$ cat config.mk
export PLATFORM = sky130hd
export DESIGN_NAME = udl_bounce_cnt
export DESIGN_NICKNAME = d
export VERILOG_FILES = /design/src/rtl/udl_bounce_cnt.sv
export SDC_FILE = /design/constraint.sdc
export NUM_CORES = 1
export LEC_CHECK = 0
export ABC_AREA = 1
export CORE_MARGIN = 4
export CORE_UTILIZATION = 40
export CTS_BUF_LIST = sky130_fd_sc_hd__clkbuf_16
export DETAILED_ROUTE_END_ITERATION = 8
export PLACE_DENSITY = 0.65
export SLEW_MARGIN = 30
export SYNTH_ARGS = -nofsm -noshare
export SYNTH_HDL_FRONTEND = slang
export SYNTH_SLANG_ARGS = --single-unit
$ cat constraint.sdc
create_clock -name clk -period 2.9 [get_ports clk]
set_clock_uncertainty 0.15 [all_clocks]
set_input_delay 0.58 -clock clk [delete_from_list [all_inputs] [get_ports clk]]
set_output_delay 0.58 -clock clk [all_outputs]
set_load 0.005 [all_outputs]
$ cat src/rtl/udl_bounce_cnt.sv
// Up/down loadable counter with a programmable [lo_lim, hi_lim] window and
// wrap, saturate and bounce (ping-pong) step modes.
module udl_bounce_cnt #(
  parameter int unsigned N_BIT = 4
) (
  input  logic             clk,
  input  logic             rst,
  input  logic             en,
  input  logic             pl,
  input  logic             d_nu,
  input  logic [1:0]       mode,
  input  logic [N_BIT-1:0] lo_lim,
  input  logic [N_BIT-1:0] hi_lim,
  input  logic [N_BIT-1:0] pin,
  output logic [N_BIT-1:0] cnt,
  output logic             dir,
  output logic             tc,
  output logic             lim_err
);

  typedef enum logic [1:0] {
    MODE_WRAP   = 2'b00,
    MODE_SAT    = 2'b01,
    MODE_BOUNCE = 2'b10,
    MODE_RSVD   = 2'b11
  } mode_e;

  mode_e            mode_sel;
  logic [N_BIT-1:0] cnt_d;
  logic             dir_d;
  logic             tc_d;
  logic [N_BIT-1:0] load_val;
  logic [N_BIT-1:0] cnt_inc;
  logic [N_BIT-1:0] cnt_dec;
  logic             dir_eff;
  logic             at_hi;
  logic             at_lo;
  logic             above;
  logic             below;

  assign mode_sel = mode_e'(mode);
  assign lim_err  = (lo_lim > hi_lim);

  assign above   = (cnt > hi_lim);
  assign below   = (cnt < lo_lim);
  assign at_hi   = (cnt == hi_lim);
  assign at_lo   = (cnt == lo_lim);
  // +/-1 is only selected strictly inside the window, so it never wraps modulo 2^N_BIT
  assign cnt_inc = cnt + N_BIT'(1);
  assign cnt_dec = cnt - N_BIT'(1);
  assign dir_eff = (mode_sel == MODE_BOUNCE) ? dir : d_nu;

  // Load value clamped into the window
  always_comb begin
    load_val = pin;
    if (pin < lo_lim) begin
      load_val = lo_lim;
    end else if (pin > hi_lim) begin
      load_val = hi_lim;
    end
  end

  // Next-state: lim_err > pl > en step > hold
  always_comb begin
    cnt_d = cnt;
    dir_d = dir;
    tc_d  = 1'b0;
    if (!lim_err) begin
      if (pl) begin
        cnt_d = load_val;
        dir_d = d_nu;
      end else if (en) begin
        if (above) begin
          cnt_d = hi_lim;
        end else if (below) begin
          cnt_d = lo_lim;
        end else begin
          case (mode_sel)
            MODE_SAT: begin
              dir_d = d_nu;
              if (dir_eff ? at_lo : at_hi) begin
                tc_d = 1'b1;
              end else begin
                cnt_d = dir_eff ? cnt_dec : cnt_inc;
              end
            end
            MODE_BOUNCE: begin
              if (at_lo && at_hi) begin
                dir_d = ~dir;
                tc_d  = 1'b1;
              end else if (!dir && at_hi) begin
                cnt_d = hi_lim - N_BIT'(1);
                dir_d = 1'b1;
                tc_d  = 1'b1;
              end else if (dir && at_lo) begin
                cnt_d = lo_lim + N_BIT'(1);
                dir_d = 1'b0;
                tc_d  = 1'b1;
              end else begin
                cnt_d = dir ? cnt_dec : cnt_inc;
              end
            end
            default: begin
              dir_d = d_nu;
              if (!dir_eff && at_hi) begin
                cnt_d = lo_lim;
                tc_d  = 1'b1;
              end else if (dir_eff && at_lo) begin
                cnt_d = hi_lim;
                tc_d  = 1'b1;
              end else begin
                cnt_d = dir_eff ? cnt_dec : cnt_inc;
              end
            end
          endcase
        end
      end
    end
  end

  always_ff @(posedge clk) begin
    if (!rst) begin
      cnt <= '0;
      dir <= 1'b0;
      tc  <= 1'b0;
    end else begin
      cnt <= cnt_d;
      dir <= dir_d;
      tc  <= tc_d;
    end
  end

endmodule

# Yosys cells after proc, flatten, opt, wreduce, memory -nomap -nowiden
# Cells that the tools add are included.
# word_totals
reg_bits	6
out_inout_bits	7
elab_cells	68
inputBits	19
# op_classes
n_reduce_logical	11
order_cmp	5
n_eq_ne	9
n_mux	32
addsub	4
bitwise_logic	4
# ops
cell	count
$mux W4	14
$mux W1	16
$gt A4 B4 Y1	3
$ne A5 B5 Y1 const B	2
$add A4 B1 Y4 const B	2
$eq A4 B4 Y1	2
$lt A4 B4 Y1	2
$pmux W4 S2	1
$sub A4 B1 Y4 const B	2
$reduce_or A6 Y1	1
$logic_and A1 B1 Y1	5
$ne A5 B2 Y1 const B	1
$reduce_and A5 Y1	1
$ne A2 B2 Y1 const B	2
$not A1 Y1	4
$reduce_and A4 Y1	1
$eq A2 B1 Y1 const B	1
$eq A2 B2 Y1 const B	1
$logic_not A1 Y1	2
$pmux W1 S2	1
$reduce_bool A2 Y1	1

# Logic depth before layout (Yosys ltp)
# depth
depth_word	10
mapped_depth	16
mapped_depth_nobuf	15

# Worst setup path before layout
# Ideal clock, no wire load.
# synth_path
kind	input to register
from	input lo_lim[3]
to	register cnt[0]
arrival_time_ns	1.823
cell_stages	13
path_buffers	0
t_required_ns	2.633
path_slack_ns	0.810
setup_time_ns	0.117
cell_sequence	inv_1 > ha_1 > nand2_1 > nor2_4 > inv_1 > nor3_1 > nand3_1 > nand2_1 > inv_1 > nand2_4 > nand2_1 > nand2_1 > a21oi_2
# synth_via
elab_chain_cells	10
elab_cells_between_ends	23
cone_classes	order compare (3); eq/ne (3); mux (12); bitwise (1); reduce/logical (4)
# synth_rtl
item	line_no	text
start, declared	12	input logic [N_BIT-1:0] lo_lim,
$eq A4 B4 Y1	47	assign at_lo = (cnt == lo_lim);
$logic_and A1 B1 Y1	95	end else if (dir && at_lo) begin
$mux W4	95	
$mux W4	91	end else if (!dir && at_hi) begin
$mux W4	88	if (at_lo && at_hi) begin
$pmux W4 S2	78	case (mode_sel)
$mux W4	75	end else if (below) begin
$mux W4	73	if (above) begin
$mux W4	72	end else if (en) begin
$mux W4	69	if (pl) begin
end signal, assigned	127	cnt <= cnt_d;
end, declared	15	output logic [N_BIT-1:0] cnt,
# Parallel ways exist; a longest one is shown, timed or not. The select of a mux whose other input is x is not followed.
# A chain may end at the register's enable or synchronous reset.

# Final worst setup path
# layout_path
from	input hi_lim[3]
to	output lim_err
# layout_via
elab_chain_cells	1
# layout_rtl
item	line_no	text
start, declared	13	input logic [N_BIT-1:0] hi_lim,
$gt A4 B4 Y1	42	assign lim_err = (lo_lim > hi_lim);
end, declared	18	output logic lim_err
# Every way passes these cells.

==> results.cfg <==
[outcome]
status = finished, final reports clean

[synth]
post_synth_instance_area_mm2 = 0.00168
yosysTopAreaCell = sky130_fd_sc_hd__nand2_1
yosys_warnings = 0
synth.most_common_cell = sky130_fd_sc_hd__nand2_1
postSynthCellCount = 301
syn_area_per_cell_um2 = 5.59
synth.top_cells.by_count = 100 x sky130_fd_sc_hd__nand2_1, 46 x sky130_fd_sc_hd__nand3_1, 44 x sky130_fd_sc_hd__inv_1
synth-edff-count = 0
synth_cell_type_count = 29
synth_nets = 345
synth-async-reset-ratio_pct = 0
synth_seq_area_share_pct = 7.14
ys_dominant_reg_cell = sky130_fd_sc_hd__dfxtp_1
synthDominantCellAreaShare_pct = 22.3
synth_seq_cells = 6
top_cells_by_area_in_the_synthesized_netlist = sky130_fd_sc_hd__nand2_1 22%, sky130_fd_sc_hd__ha_1 19%, sky130_fd_sc_hd__nand3_1 14%

[die]
num_rows = 23
fp.dieArea_mm2 = 0.00531
chip_width_um = 72.8
initial_core_util_pct = 41.7
design.core.area_mm2 = 0.00403
ios = 26
die_y_um = 72.8

[drt]
drt-initial-drc-count = 150
post-route-drc-count = 0
vias = 2106
wirelength_mm = 5.53
drt-vias-per-instance = 5.17
postRouteAntennaNets = 0
drt_first_pass_iters = 4
wl_per_cell_um = 13.6

[global_routing]
groute.usage.overall_pct = 22.3
grt_antenna_before_repair = 0
grt_max_degree = 10
overflow = 0
grt_pass1_wl_mm = 9.39
grt_pass1_vias = 2072

[clock_tree]
clock-sinks = 6
tritoncts_clock_tree = done
clock-root-buffer = sky130_fd_sc_hd__clkbuf_16
tritoncts.num_buffers = 3
cts_setup_buffers = 0
clock_path_buffers = 2
clock_transition_time_at_the_flip_flop_clock_pins_of_the_worst_setup_and_hold_paths_ns = 0.03
clock_tree.htree_level_count = 1
worstSkewPairLatency_ns = 0.22

[cells_and_area]
antenna_cells = 0
multi_input_comb_area_mm2 = 0.00136
sequential_cell_area_um2 = 120
layout.core_utilization_pct = 56.9
nNetsFinal = 403
drive_above_1_share_pct = 16.2
synthToLayoutAreaGrowth_pct = 36.3
fillers = 427

[timing]
rsz0062_at_grt = no
period_minus_slack_ns = 2.78
setup_viol = 0
fmaxAchievable_mhz = 360
final.hold.worst_slack_ns = 0.498
hold_vio_cnt_final = 0
layout_setup_ws_ns = 0.120
max_slew_margin_pct = 74.8
finalSetupTns_ns = 0
timing.final.crit_share_pct = 95.9
actual_slew_at_the_worst_max_slew_pin_ns = 0.377
final-max-slew-violation-count = 0

[place]
place.gp.congestion = 0.913
port_buffer_cells = 25
placement.setup.worst_slack_ns = -0.149
place.detailed.hpwl_mm = 4.59

[min_path]
hp-class = reg -> reg
timing.hold.worst.start = cnt[1]

[pwr]
ir_drop_v = 0.000390
power_density_mw_per_mm2 = 376
total_leakage_power_nw = 1.25

[critical_path]
crit_path_top_delay_cell = sky130_fd_sc_hd__clkdlybuf4s50_1
critical_path.cell_chain = clkdlybuf4s50_1, inv_2, ha_1, nand2_1, inv_1, o21ai_1, nand2_1, nand2_2, inv_1, dlygate4sd2_1
worst_r2r_startpoint = cnt[0]
cp-end-kind = primary output
cp_data_arrival_time_ns = 2.05
data_required_time_of_the_critical_path_ns = 2.17
critical_path_class = in -> out
critPathLaunch = hi_lim[3]
cp-start-kind = input port
crit_path_max_fanout = 2
cpPeakStageDelay_ns = 0.50

[run]
max-cap-violations = 0
stage by stage:
stage               std cells  instance area [um^2]  total power (W)
detailed placement        404                  2200         0.000634
global route              407                  2290         0.000945
CTS                       407                  2280         0.000857
global placement          404                  2200         0.000629
finish                    407                  2290         0.000861
floorplan                 301                  1680         0.000434
power by group:
part	internal, W	switching (W)
registers	0.0000938	0.0000182
logic	0.000219	0.000311
clock network	0.000177	0.0000420
worst max-delay path, delay by kind of cell:
kind                       cells  cell delay (ns)
AOI/OAI and AO/OA              1             0.07
adders and majority gates      1             0.28
buffers and inverters          5             0.90
and+or+nand+nor                3             0.22
metal layers:
| metal | GRT usage (%) | wire length, um | vias up |
|---|---|---|---|
| met5 | 0 | 0 | - |
| met4 | 5.74 | 102 | 0 |
| li1 | - | - | 1102 |
| met2 | 39.3 | 2590 | 63 |
| met3 | 2.75 | 268 | 8 |
| met1 | 28.6 | 2570 | 933 |
layout make-up:
class / instances / area share (%)
clock buffer: 3 / 3.28
inverter: 51 / 8.57
multi-input combinational: 242 / 59.5
sequential: 6 / 5.24
tap: 50 / 2.73
timing repair buffer: 55 / 20.7
cell usage in the layout, fill, tap and decap left out, types with 2 or more instances in the layout:
master                            count
sky130_fd_sc_hd__clkbuf_16            3
sky130_fd_sc_hd__nand4_1              6
sky130_fd_sc_hd__o22ai_1              2
sky130_fd_sc_hd__buf_4               30
sky130_fd_sc_hd__inv_2                5
sky130_fd_sc_hd__clkinv_1             2
sky130_fd_sc_hd__inv_1               43
sky130_fd_sc_hd__a21oi_2              4
sky130_fd_sc_hd__nand2_2              5
sky130_fd_sc_hd__dfxtp_1              6
sky130_fd_sc_hd__nor2_1              12
sky130_fd_sc_hd__o21ai_1              4
sky130_fd_sc_hd__nand2_4              3
sky130_fd_sc_hd__nor2_4               2
sky130_fd_sc_hd__a21oi_1             14
sky130_fd_sc_hd__nand2_1             99
sky130_fd_sc_hd__ha_1                25
sky130_fd_sc_hd__o21ai_0             10
sky130_fd_sc_hd__clkdlybuf4s50_1     24
sky130_fd_sc_hd__nand3_1             46
cells by family after synthesis:
family,synth area share [%]
and+or+nand+nor,48.0
buffers and inverters,12.6
DFF,7.14
xor gates and xnor gates,1.04
AOI/OAI and AO/OA,12.6
adders and majority gates,18.6
flip-flops by register name, indices dropped and copies added, names as in the netlist:
name  flops
cnt       4
dir       1
tc        1
worst paths after layout:
kind / endpoint / slack [ns] / depth (start not counted)
worst max-delay path: lim_err / 0.12 / 10
worst min register to register: cnt[1] / 0.50 / 4
worst min-delay path: cnt[1] / 0.50 / 4
worst max register to register: dir / 0.70 / 11
timing repair:
| item | 4_1_cts | 5_1_grt |
|---|---|---|
| hold buffers | 0 | 0 |
| pin swaps | 0 | 0 |
| endpoints found under the setup margin | 1 | 7 |
| gates resized for setup | 1 | 8 |
Note: power is estimated with default switching activity, not from simulation.
